$ cat config.mk
export PLATFORM = sky130hd
export DESIGN_NAME = demux8_deser
export DESIGN_NICKNAME = d
export VERILOG_FILES = /design/src/rtl/demux8_deser.sv
export SDC_FILE = /design/constraint.sdc
export NUM_CORES = 1
export LEC_CHECK = 0
export ABC_AREA = 1
export CORE_UTILIZATION = 46
export DETAILED_ROUTE_END_ITERATION = 16
export PLACE_DENSITY = 0.73
export SETUP_SLACK_MARGIN = 0.5
export SLEW_MARGIN = 20
export SYNTH_ARGS = -nofsm -noshare
export SYNTH_HDL_FRONTEND = slang
export SYNTH_SLANG_ARGS = --single-unit
$ cat constraint.sdc
create_clock -name clk -period 2 [get_ports clk]
set_input_delay 0.6 -clock clk [delete_from_list [all_inputs] [get_ports clk]]
set_output_delay 0.6 -clock clk [all_outputs]
set_load 0.05 [all_outputs]
$ cat src/rtl/demux8_deser.sv
// Serial-to-parallel demux: fills eight output lanes one bit at a time, either
// sequentially (frame handshake on completion) or by direct lane address.
module demux8_deser (
    input  logic       clk,
    input  logic       rst_n,
    input  logic       clear,
    input  logic       in_valid,
    input  logic       din,
    output logic       in_ready,
    input  logic       addr_mode,
    input  logic [2:0] Selector,
    output logic [7:0] q,
    output logic [2:0] ptr,
    output logic       out_valid,
    input  logic       out_ready
);

    typedef enum logic {
        COLLECT = 1'b0,
        FULL    = 1'b1
    } state_t;

    state_t     state_reg, state_next;
    logic [7:0] q_reg, q_next;
    logic [2:0] ptr_reg, ptr_next;
    logic [7:0] lane_we;
    logic       accept;

    assign accept = in_valid && (state_reg == COLLECT) && !clear;

    // One write enable per lane; the lane is picked by Selector or by ptr.
    generate
        for (genvar gi = 0; gi < 8; gi++) begin : g_lane
            assign lane_we[gi] = accept &&
                                 (addr_mode ? (Selector == 3'(gi)) : (ptr_reg == 3'(gi)));
            assign q_next[gi]  = clear ? 1'b0 : (lane_we[gi] ? din : q_reg[gi]);
        end
    endgenerate

    always_ff @(posedge clk or negedge rst_n) begin
        if (!rst_n) begin
            state_reg <= COLLECT;
            q_reg     <= 8'h00;
            ptr_reg   <= 3'd0;
        end else begin
            state_reg <= state_next;
            q_reg     <= q_next;
            ptr_reg   <= ptr_next;
        end
    end

    always_comb begin
        state_next = state_reg;
        ptr_next   = ptr_reg;
        in_ready   = (state_reg == COLLECT);
        out_valid  = (state_reg == FULL);
        if (clear) begin
            state_next = COLLECT;
            ptr_next   = 3'd0;
        end else begin
            case (state_reg)
                COLLECT: begin
                    // The 3-bit pointer wraps to 0 naturally on the eighth bit.
                    if (accept && !addr_mode) begin
                        ptr_next = ptr_reg + 3'd1;
                        if (ptr_reg == 3'd7) begin
                            state_next = FULL;
                        end
                    end
                end
                FULL: begin
                    if (out_ready) begin
                        state_next = COLLECT;
                    end
                end
                default: state_next = COLLECT;
            endcase
        end
    end

    assign q   = q_reg;
    assign ptr = ptr_reg;

endmodule

## Yosys cells after proc, flatten, opt, wreduce, memory -nomap -nowiden

Cells that the tools add are included.

| operators by class | value |
|---|---|
| multiplexer cells | 32 |
| eq/ne operators | 15 |
| bitwise operators | 1 |
| $add $sub $neg | 1 |
| reduce and logical (&&, ||, !) cells | 25 |

Operators with widths:

| kind | count |
|---|---|
| $mux W1 | 28 |
| $eq A3 B3 Y1 const B | 8 |
| $reduce_bool A2 Y1 | 9 |
| $eq A3 B2 Y1 const B | 4 |
| $logic_and A1 B1 Y1 | 11 |
| $mux W3 | 3 |
| $eq A3 B1 Y1 const B | 2 |
| $logic_not A3 Y1 | 2 |
| $add A3 B1 Y3 const B | 1 |
| $logic_not A1 Y1 | 2 |
| $ne A2 B2 Y1 const B | 1 |
| $pmux W1 S2 | 1 |
| $reduce_and A2 Y1 | 1 |
| $not A1 Y1 | 1 |

| word-level totals | value |
|---|---|
| flip-flop bits (word level) | 12 |
| input port bits | 10 |
| logic and storage cells | 84 |
| output and inout bits | 13 |

## Longest topological paths before layout

Gate-level depths: netlist of the first run.

| depth | value |
|---|---|
| depth in word-level cells | 7 |
| depth in mapped cells | 10 |
| gate-level depth less buffers | 9 |

## Worst setup path before layout of the first run

No wires, ideal clock.

| path | value |
|---|---|
| path kind | flip-flop to flip-flop |
| start point | register ptr_reg[0] (netlist: ptr[0]) |
| end point | register q_reg[7] (netlist: q[7]) |
| data required time | 1.882 ns |
| clock period less this slack | 1.686 ns |
| library setup time | 0.118 ns |
| setup slack | 0.314 ns |
| stages on the path, launching flop included | 8 |
| arrival time | 1.567 ns |
| cells stage by stage | dfrtp_1 > ha_1 > ha_1 > or2_2 > nand3_1 > nand2_1 > nand2_1 > nand2_1 |

| between the ends | value |
|---|---|
| word-level cells in the longest chain between the ends | 4 |

RTL lines:

| what | line | text |
|---|---|---|
| from (decl) | 25 | `logic [2:0] ptr_reg, ptr_next;` |
| from (signal assigned) | 48 | `ptr_reg <= ptr_next;` |
| $eq A3 B3 Y1 | 35 | `(addr_mode ? (Selector == 3'(gi)) : (ptr_reg == 3'(gi)));` |
| $mux W1 | 35 |  |
| $logic_and A1 B1 Y1 | 34 | `assign lane_we[gi] = accept &&` |
| $reduce_bool A2 Y1 (no source line) | n/a |  |
| to (signal assigned) | 47 | `q_reg <= q_next;` |
| to (decl) | 24 | `logic [7:0] q_reg, q_next;` |

Every way passes these cells.
A chain may end at the register's enable or synchronous reset.

## Worst setup path after layout of the first run

| path | value |
|---|---|
| start point | register state_reg (netlist: out_valid) |
| end point | output out_valid |

RTL lines:

| what | line | text |
|---|---|---|
| from (decl) | 23 | `state_t state_reg, state_next;` |
| from (signal assigned) | 46 | `state_reg <= state_next;` |
| to (decl) | 14 | `output logic out_valid,` |

No word-level cell between the ends.

==> results of run 1 <==
cell usage after synthesis:
| library cell | count |
|---|---|
| nand3_2 | 1 |
| inv_1 | 16 |
| a21oi_1 | 1 |
| o21ai_0 | 4 |
| buf_2 | 1 |
| buf_6 | 1 |
| or2_2 | 1 |
| dfrtp_1 | 12 |
| nand2_2 | 8 |
| nand2_1 | 46 |
| ha_1 | 3 |
| nand2_4 | 2 |
| nand3_1 | 12 |
| nor2_2 | 2 |
| inv_2 | 2 |
| nor2_4 | 3 |
| o21ai_1 | 1 |
| nor2_1 | 1 |
| inv_6 | 1 |
where the power goes:
| group | leakage, nW | internal (W) | switching (W) |
|---|---|---|---|
| Clock | 0.0210 | 0.000111 | 0.0000872 |
| Sequential | 0.159 | 0.000254 | 0.00000733 |
| Combinational | 0.534 | 0.0000655 | 0.000117 |
| Total | 0.714 | 0.000430 | 0.000211 |
layer usage:
| metal | part of all wire, % | GRT usage, % | wire length, um |
|---|---|---|---|
| met4 | 1.3 | 9.09 | 25 |
| met3 | 3.0 | 3.67 | 55 |
| met1 | 50 | 28.8 | 929 |
| met2 | 45 | 31.5 | 843 |
| met5 | 0 | 0 | 0 |
final cells by class:
type	instances	area, um^2
inverter	19	78.8
clock buffer	4	36.3
fill	145	504
timing repair buffer	31	292
sequential	12	304
tap	25	31.3
multi-input combinational	85	462
final timing paths:
| check | to | cells past startpoint | from |
|---|---|---|---|
| setup / recovery | out_valid | 1 | out_valid$_DFF_PN0_ |
| hold / removal | q[2]$_DFFE_PN0P_ | 2 | q[2]$_DFFE_PN0P_ |
| setup reg to reg | q[7]$_DFFE_PN0P_ | 7 | ptr[1]$_DFFE_PN0P_ |
| hold reg to reg | q[2]$_DFFE_PN0P_ | 2 | q[2]$_DFFE_PN0P_ |
| max in group asynchronous | ptr[2]$_DFFE_PN0P_ | 1 | rst_n |
| min in group asynchronous | q[3]$_DFFE_PN0P_ | 1 | rst_n |
timing repair:
action,CTS,global route
cloned,1,0
hold buffers,0,0
endpoints found under the setup margin,14,16
setup buffers,2,3
gates resized for setup,7,11
pin swaps,1,2
per-stage QoR:
| stage | cells | hold WS [ns] | instance area (um^2) | setup WS (ns) | total power, W |
|---|---|---|---|---|---|
| after CTS | 173 | 0.521 | 1150 | 0.484 | 0.000645 |
| after global routing | 176 | 0.548 | 1200 | 0.461 | 0.000671 |
| after floorplan | 118 | 0.304 | 840 | 0.471 | 0.000379 |
| final | 176 | 0.521 | 1200 | 0.491 | 0.000641 |
| after global placement | 166 | 0.493 | 1080 | 0.131 | 0.000437 |
| after detailed placement | 166 | 0.500 | 1080 | 0.133 | 0.000438 |
worst min-delay path: stages (launching register included):
cell     delay, ns
dfrtp_1       0.36
nand3_1       0.08
nand2_1       0.06
logic make-up (layout without fill, tap and decap cells):
kind of cell    after synthesis  in the layout
fa+ha+maj                     3              3
flops                        12             12
buf+inv                      21             54
simple gates                 76             76
compound gates                6              6
==> impl_metrics.toml, run 1 <==
[drt]
wl_per_cell_um = 10.5
via_per_inst = 4.48
dr_total_vias = 789
drt_wl_total_um = 1850
ant_nets = 0
drc = 0
first_iter_violations = 4
detail_route.first_pass.iterations = 3

[timing]
fin_skew_ns = 0.00117
fin_crit_ns = 1.51
setup_viol = 0
period_share_pct = 75.4
timing.fmax_mhz = 663
slew_viol_final = 0
grt_setup_unrepaired = "yes"
hold_viol = 0
setup_tns_ns = 0
relSlewSlack_pct = 61.4
max_slew.worst_pin.slew_ns = 0.577

[final_layout]
fin_util_pct = 70.5
largest_reg_flops = 8
layout_commonest_cell = "nand2_1"
syn_to_final_growth_pct = 44.7
mostFrequentLayoutCells = "nand2_1, buf_4, inv_1"
drive_gt1_share_pct = 35.8
diodes = 0
nets = 165

[power_and_ir_drop]
vdd_ir_drop_max_v = 0.000354
powerDensity_mw_per_mm2 = 533
p_leak_nw = 0.714

[clock_network]
clk_latency_ns = 0.28
tritoncts = "done"
clockRootBuffer = "clkbuf_4"
clockBufferDepth = 2
numCtsBuffers = 3
clock-sinks = 12
clkSlewWorstSetupHoldPaths_ns = 0.08
h-tree-depth = 1

[synth]
synthAdderAreaFrac_pct = 4.51
syn_nets = 131
synth_seq_area_share_pct = 36.1
synthSimpleGateAreaFrac_pct = 44.7
syn_avg_cell_area_um2 = 7.05
synth_compound_area_share_pct = 3.61
synth_top_family_by_area = "simple AND/OR/NAND/NOR gates"
yosys.area.top_type = "dfrtp_1"
yosysUniqueCellTypes = 19
synth_mux_area_share_pct = 0
synthCells = 118
netlist_area_um2 = 832
ys_seq_elements = 12
yosys_warnings = 0
yosysTopAreaCellShare_pct = 36.1
synth_xor_area_share_pct = 0
synth.area.top_cells = "dfrtp_1, nand2_1, nand3_1"

[placement]
io_buffers = 22
place_hpwl_um = 1360
place.gp.congestion = 0.877

[floorplan]
ios = 23
die_h_um = 44.5
die_w_um = 44.5
row_count = 15
start_util_pct = 48.7
die-area_mm2 = 0.00198
coreArea_mm2 = 0.00171

[status]
status = "finished clean"

[worst_setup_path]
cp_slowest_stage_delay_ns = 0.41
cp_top_family = "flip-flops"
critical_path_buf_inv_count = 1
r2r_slack_ns = 0.56
endpoint_kind = "primary output"
crit_type = "reg2out"
crit_slowest_cell = "dfrtp_1"
path_max_fanout = 3
path_cells = "buf_4"
arrival_ns = 0.91
crit_required_ns = 1.40
cp-start-kind = "register"

[global_routing]
overflow = 0
grtUsageTotal_pct = 20.8
grt_pass1_wl_um = 2990
antenna_found_initial = 0
grt_max_degree = 13
grt_pass1_vias = 684

[hold_path]
min_path_type = "reg2reg"

[run]
cap_viol_max_count = 0
Power figures use the tool's default switching activity.
==> run 2, diff against run 1 <==
==> constraint.sdc (replaced) <==
create_clock -name clk -period 1.6 [get_ports clk]
set_input_delay 0.48 -clock clk [delete_from_list [all_inputs] [get_ports clk]]
set_output_delay 0.48 -clock clk [all_outputs]
set_load 0.05 [all_outputs]
==> run 2 against run 1 <==
Net effect:
- core utilization increased by 20 points
- die area unchanged
- setup slack got worse by 0.32 ns
- critical path type unchanged
- largest power group unchanged
==> impl_metrics.toml, run 2 (same netlist as run 1, synthesis figures left out) <==
[clock_network]
clockBufferDepth = 2
numCtsBuffers = 3
clock-sinks = 12
clk_latency_ns = 0.30
h-tree-depth = 1
clkSlewWorstSetupHoldPaths_ns = 0.09
tritoncts = "done"
clockRootBuffer = "clkbuf_4"

[global_routing]
grt_max_degree = 13
grtUsageTotal_pct = 28.4
grt_pass1_vias = 856
antenna_found_initial = 0
grt_pass1_wl_um = 3850
overflow = 0

[timing]
setup_tns_ns = 0
slew_viol_final = 0
fin_skew_ns = 0.00439
relSlewSlack_pct = 73.0
timing.fmax_mhz = 700
max_slew.worst_pin.slew_ns = 0.405
fin_crit_ns = 1.43
whs_ns = 0.483
grt_setup_unrepaired = "yes"
hold_viol = 0
setup_viol = 0
period_share_pct = 89.3

[drt]
wl_per_cell_um = 15.0
detail_route.first_pass.iterations = 4
ant_nets = 0
drt_wl_total_um = 2780
first_iter_violations = 25
drc = 0
via_per_inst = 5.03
dr_total_vias = 930

[hold_path]
min_path_type = "in2async"

[worst_setup_path]
endpoint_kind = "primary output"
path_max_fanout = 3
crit_required_ns = 1.12
arrival_ns = 0.95
cp_slowest_stage_delay_ns = 0.43
cp-start-kind = "register"
crit_slowest_cell = "dfrtp_2"
path_cells = "clkinv_4 > buf_12"
crit_type = "reg2out"

[placement]
place.gp.congestion = 0.884
io_buffers = 22
place_hpwl_um = 1460

[final_layout]
diodes = 0
drive_gt1_share_pct = 48.8
mostFrequentLayoutCells = "nand2_1, buf_12, inv_1, buf_4, nand2_2"
syn_to_final_growth_pct = 85.0
layout_commonest_cell = "nand2_1"
nets = 174
largest_reg_flops = 8

[floorplan]
row_count = 15
die_h_um = 44.5
coreArea_mm2 = 0.00171
start_util_pct = 48.7
die-area_mm2 = 0.00198
ios = 23
die_w_um = 44.5

[power_and_ir_drop]
vdd_ir_drop_max_v = 0.000617
p_leak_nw = 0.783
powerDensity_mw_per_mm2 = 600

[status]
status = "finished clean"

[run]
cap_viol_max_count = 0
==> run 2: changes by cell type in the layout (fill, tap and decap cells not counted), moves of 4 or more <==
cell | previous run | this run
buf_12 | 1 | 14
nand3_1 | 11 | 5
nand3_2 | 1 | 7
dlymetal6s2s_1 | 5 | 0
buf_4 | 16 | 12
dlygate4sd2_1 | 1 | 5
==> run 2: routing by layer <==
metal | wire (um) | GRT usage (%)
met5 | 0 | 0
met4 | 170 | 21.2
met3 | 168 | 6.12
met2 | 1370 | 43.8
met1 | 1070 | 34.6
==> run 2: area by class of cell <==
type	instances	area [um^2]
Fill cell	74	169
Tap cell	25	31.3
Inverter	19	86.3
Sequential cell	12	305
Multi-Input combinational cell	85	547
Timing Repair Buffer	40	533
Clock buffer	4	36.3
==> run 2: where the power goes <==
group	internal, W	switching (W)
Clock	0.000139	0.000124
Combinational	0.000148	0.000175
Sequential	0.000317	0.0000183
Total	0.000605	0.000318
==> run 2: metrics by stage <==
step           instances  utilization (%)  total power (W)  area [um^2]  setup slack, ns
3_3_place_gp         167             75.4         0.000598         1290           -0.158
2_1_floorplan        118                -         0.000479          880            0.198
3_5_place_dp         167             75.4         0.000601         1290           -0.152
4_1_cts              179             86.6         0.000895         1480            0.167
6_report             185             90.1         0.000923         1540            0.170
5_1_grt              185             90.1         0.000956         1540            0.150
==> run 2: repair_timing <==
| item | CTS | global route |
|---|---|---|
| resized for setup | 30 | 6 |
| pin swaps | 12 | 18 |
| gates cloned | 1 | 0 |
| setup endpoints to repair | 25 | 25 |
| buffers inserted | 7 | 6 |
| hold buffers | 0 | 0 |
==> run 2: path summary, 6_finish.rpt <==
path | end | depth (start not counted) | start | slack, ns
max | in_ready | 2 | out_valid$_DFF_PN0_ | 0.17
min | out_valid$_DFF_PN0_ | 2 | rst_n | 0.48
max reg2reg | out_valid$_DFF_PN0_ | 8 | out_valid$_DFF_PN0_ | 0.24
min reg2reg | out_valid$_DFF_PN0_ | 3 | out_valid$_DFF_PN0_ | 0.61
max in group asynchronous | ptr[2]$_DFFE_PN0P_ | 2 | rst_n | 0.94
min in group clk | out_valid$_DFF_PN0_ | 3 | out_valid$_DFF_PN0_ | 0.61
==> run 2: critical path, delay by kind of cell, from the launching register on <==
kind                   cells  cell delay [ns]
flip-flops                 1             0.43
buffers and inverters      2             0.22
==> run 3, diff against run 2 <==
--- a/config.mk
+++ b/config.mk
@@ -6,9 +6,11 @@
 export NUM_CORES = 1
 export LEC_CHECK = 0
 export ABC_AREA = 1
+export CORE_MARGIN = 3
 export CORE_UTILIZATION = 46
 export DETAILED_ROUTE_END_ITERATION = 16
 export PLACE_DENSITY = 0.73
+export REMOVE_ABC_BUFFERS = 1
 export SETUP_SLACK_MARGIN = 0.5
 export SLEW_MARGIN = 20
 export SYNTH_ARGS = -nofsm -noshare
==> run 3 against run 2 <==
Net effect:
- count of clock-buffer cells in the layout did not move
- flip-flop and latch count did not move
- sequential power fell by 1%
- cell count fell by 2.7%
- critical path depth did not move
- non-clock buffer count fell by 4
- critical path type unchanged
- critical endpoint is now ptr[0]
- largest cell class unchanged
- highest routed layer unchanged
==> impl_metrics.toml, run 3 (same netlist as run 1, synthesis figures left out) <==
[worst_setup_path]
cp-start-kind = "register"
crit_type = "reg2out"
path_max_fanout = 2
r2r_slack_ns = 0.23
crit_required_ns = 1.12
path_cells = "buf_6 > buf_12"
crit_slowest_cell = "dfrtp_1"
critical_path_buf_inv_count = 2
cp_top_family = "flip-flops"
startpoint = "ptr[0]$_DFFE_PN0P_"
worstReg2RegEnd = "ptr[2]$_DFFE_PN0P_"
reg2reg_from = "out_valid$_DFF_PN0_"
arrival_ns = 0.97
cp_slowest_stage_delay_ns = 0.41
r2r_cells = 7
endpoint_kind = "primary output"

[global_routing]
grt_max_degree = 13
antenna_found_initial = 0
grtUsageTotal_pct = 25.3
grt_pass1_wl_um = 4570
overflow = 0
grt_pass1_vias = 983

[floorplan]
die_w_um = 48.5
coreArea_mm2 = 0.00159
start_util_pct = 52.2
row_count = 14
ios = 23
die-area_mm2 = 0.00236
die_h_um = 48.5

[final_layout]
layout_commonest_cell = "nand2_1"
largest_reg_flops = 8
fin_util_pct = 90.9
syn_to_final_growth_pct = 74.1
mostFrequentLayoutCells = "nand2_1, inv_1, buf_12"
drive_gt1_share_pct = 42.3
nets = 170
diodes = 0

[run]
cap_viol_max_count = 0

[timing]
grt_setup_unrepaired = "yes"
max_slew.worst_pin.slew_ns = 0.295
slew_viol_final = 0
timing.fmax_mhz = 688
setup_viol = 0
period_share_pct = 90.8
relSlewSlack_pct = 80.3
fin_crit_ns = 1.45
whs_ns = 0.493
final.setup.worst_slack_ns = 0.147
hold_viol = 0
fin_skew_ns = 0.00465

[power_and_ir_drop]
p_leak_nw = 0.761
powerDensity_mw_per_mm2 = 621
vdd_ir_drop_max_v = 0.000575

[drt]
drt_wl_total_um = 2890
dr_total_vias = 951
detail_route.first_pass.iterations = 4
first_iter_violations = 47
via_per_inst = 5.28
drc = 0
wl_per_cell_um = 16.0
ant_nets = 0

[clock_network]
clockRootBuffer = "clkbuf_4"
cts_hold_buf = 0
clk_latency_ns = 0.29
h-tree-depth = 1
clockBufferDepth = 2
clkSlewWorstSetupHoldPaths_ns = 0.08
numCtsBuffers = 3
tritoncts = "done"
clock-sinks = 12

[placement]
io_buffers = 22
place_hpwl_um = 1620
dp_slack_ns = -0.165
place.gp.congestion = 0.832

[status]
status = "finished clean"

[hold_path]
min_path_type = "in2async"
-- run 3: cell types whose count changed in the layout (fill, tap and decap cells not counted), sizes merged --
cell,change
clkdlybuf4s15,-1
clkinv,-1
dlymetal6s2s,+1
inv,+1
buf,-3
bufbuf,-1
-- run 3: what timing repair did --
action                                  CTS  global route
setup buffers                             5             1
endpoints found under the setup margin   25            25
gates cloned                              1             0
pin swaps                                14            13
resized for setup                        31             7
-- run 3: per-stage QoR --
| step | setup TNS, ns | instance area (um^2) | cells | power [W] |
|---|---|---|---|---|
| CTS | 0 | 1410 | 179 | 0.000881 |
| floorplan | -0.0942 | 816 | 116 | 0.000466 |
| detailed placement | -1.60 | 1250 | 169 | 0.000600 |
| global route | 0 | 1450 | 180 | 0.000938 |
| global placement | -1.32 | 1250 | 169 | 0.000595 |
| finish | 0 | 1450 | 180 | 0.000899 |
-- run 3: power breakdown --
| group | switching (W) | total, W | internal (W) |
|---|---|---|---|
| logic | 0.000176 | 0.000313 | 0.000137 |
| registers | 0.0000155 | 0.000332 | 0.000317 |
| clock network | 0.000115 | 0.000254 | 0.000139 |
-- run 3: final cells by class --
type / count / area [um^2]
clock buffers: 4 / 36.3
fillers: 63 / 145
inverters: 19 / 78.8
multi-input cells: 85 / 534
flip-flops and latches: 12 / 302
well taps: 24 / 30.0
repair buffers: 36 / 468
-- run 3: how the worst max path moves through the flow --
stage | end | cells past startpoint
floorplan | q[7]$_DFFE_PN0P_ | 7
global placement | q[1]$_DFFE_PN0P_ | 9
detailed placement | q[1]$_DFFE_PN0P_ | 9
CTS | ptr[1] | 2
global route | in_ready | 2
finish | ptr[0] | 2
-- run 3: worst reg2reg max path: cells and delay by family, from the launching register on --
kind / cells / cell delay (ns)
buffers and inverters: 3 / 0.41
AO/OA/AOI/OAI: 1 / 0.14
flip-flops: 1 / 0.43
AND/OR/NAND/NOR: 3 / 0.29
-- run 3: layer usage --
| layer | vias to the layer above | share of wire [%] | GRT usage [%] |
|---|---|---|---|
| li1 | 434 | - | - |
| met1 | 438 | 38 | 28.6 |
| met2 | 61 | 50 | 44.3 |
| met3 | 18 | 6.9 | 3.68 |
| met4 | 0 | 4.9 | 16.1 |
| met5 | - | 0 | 0 |
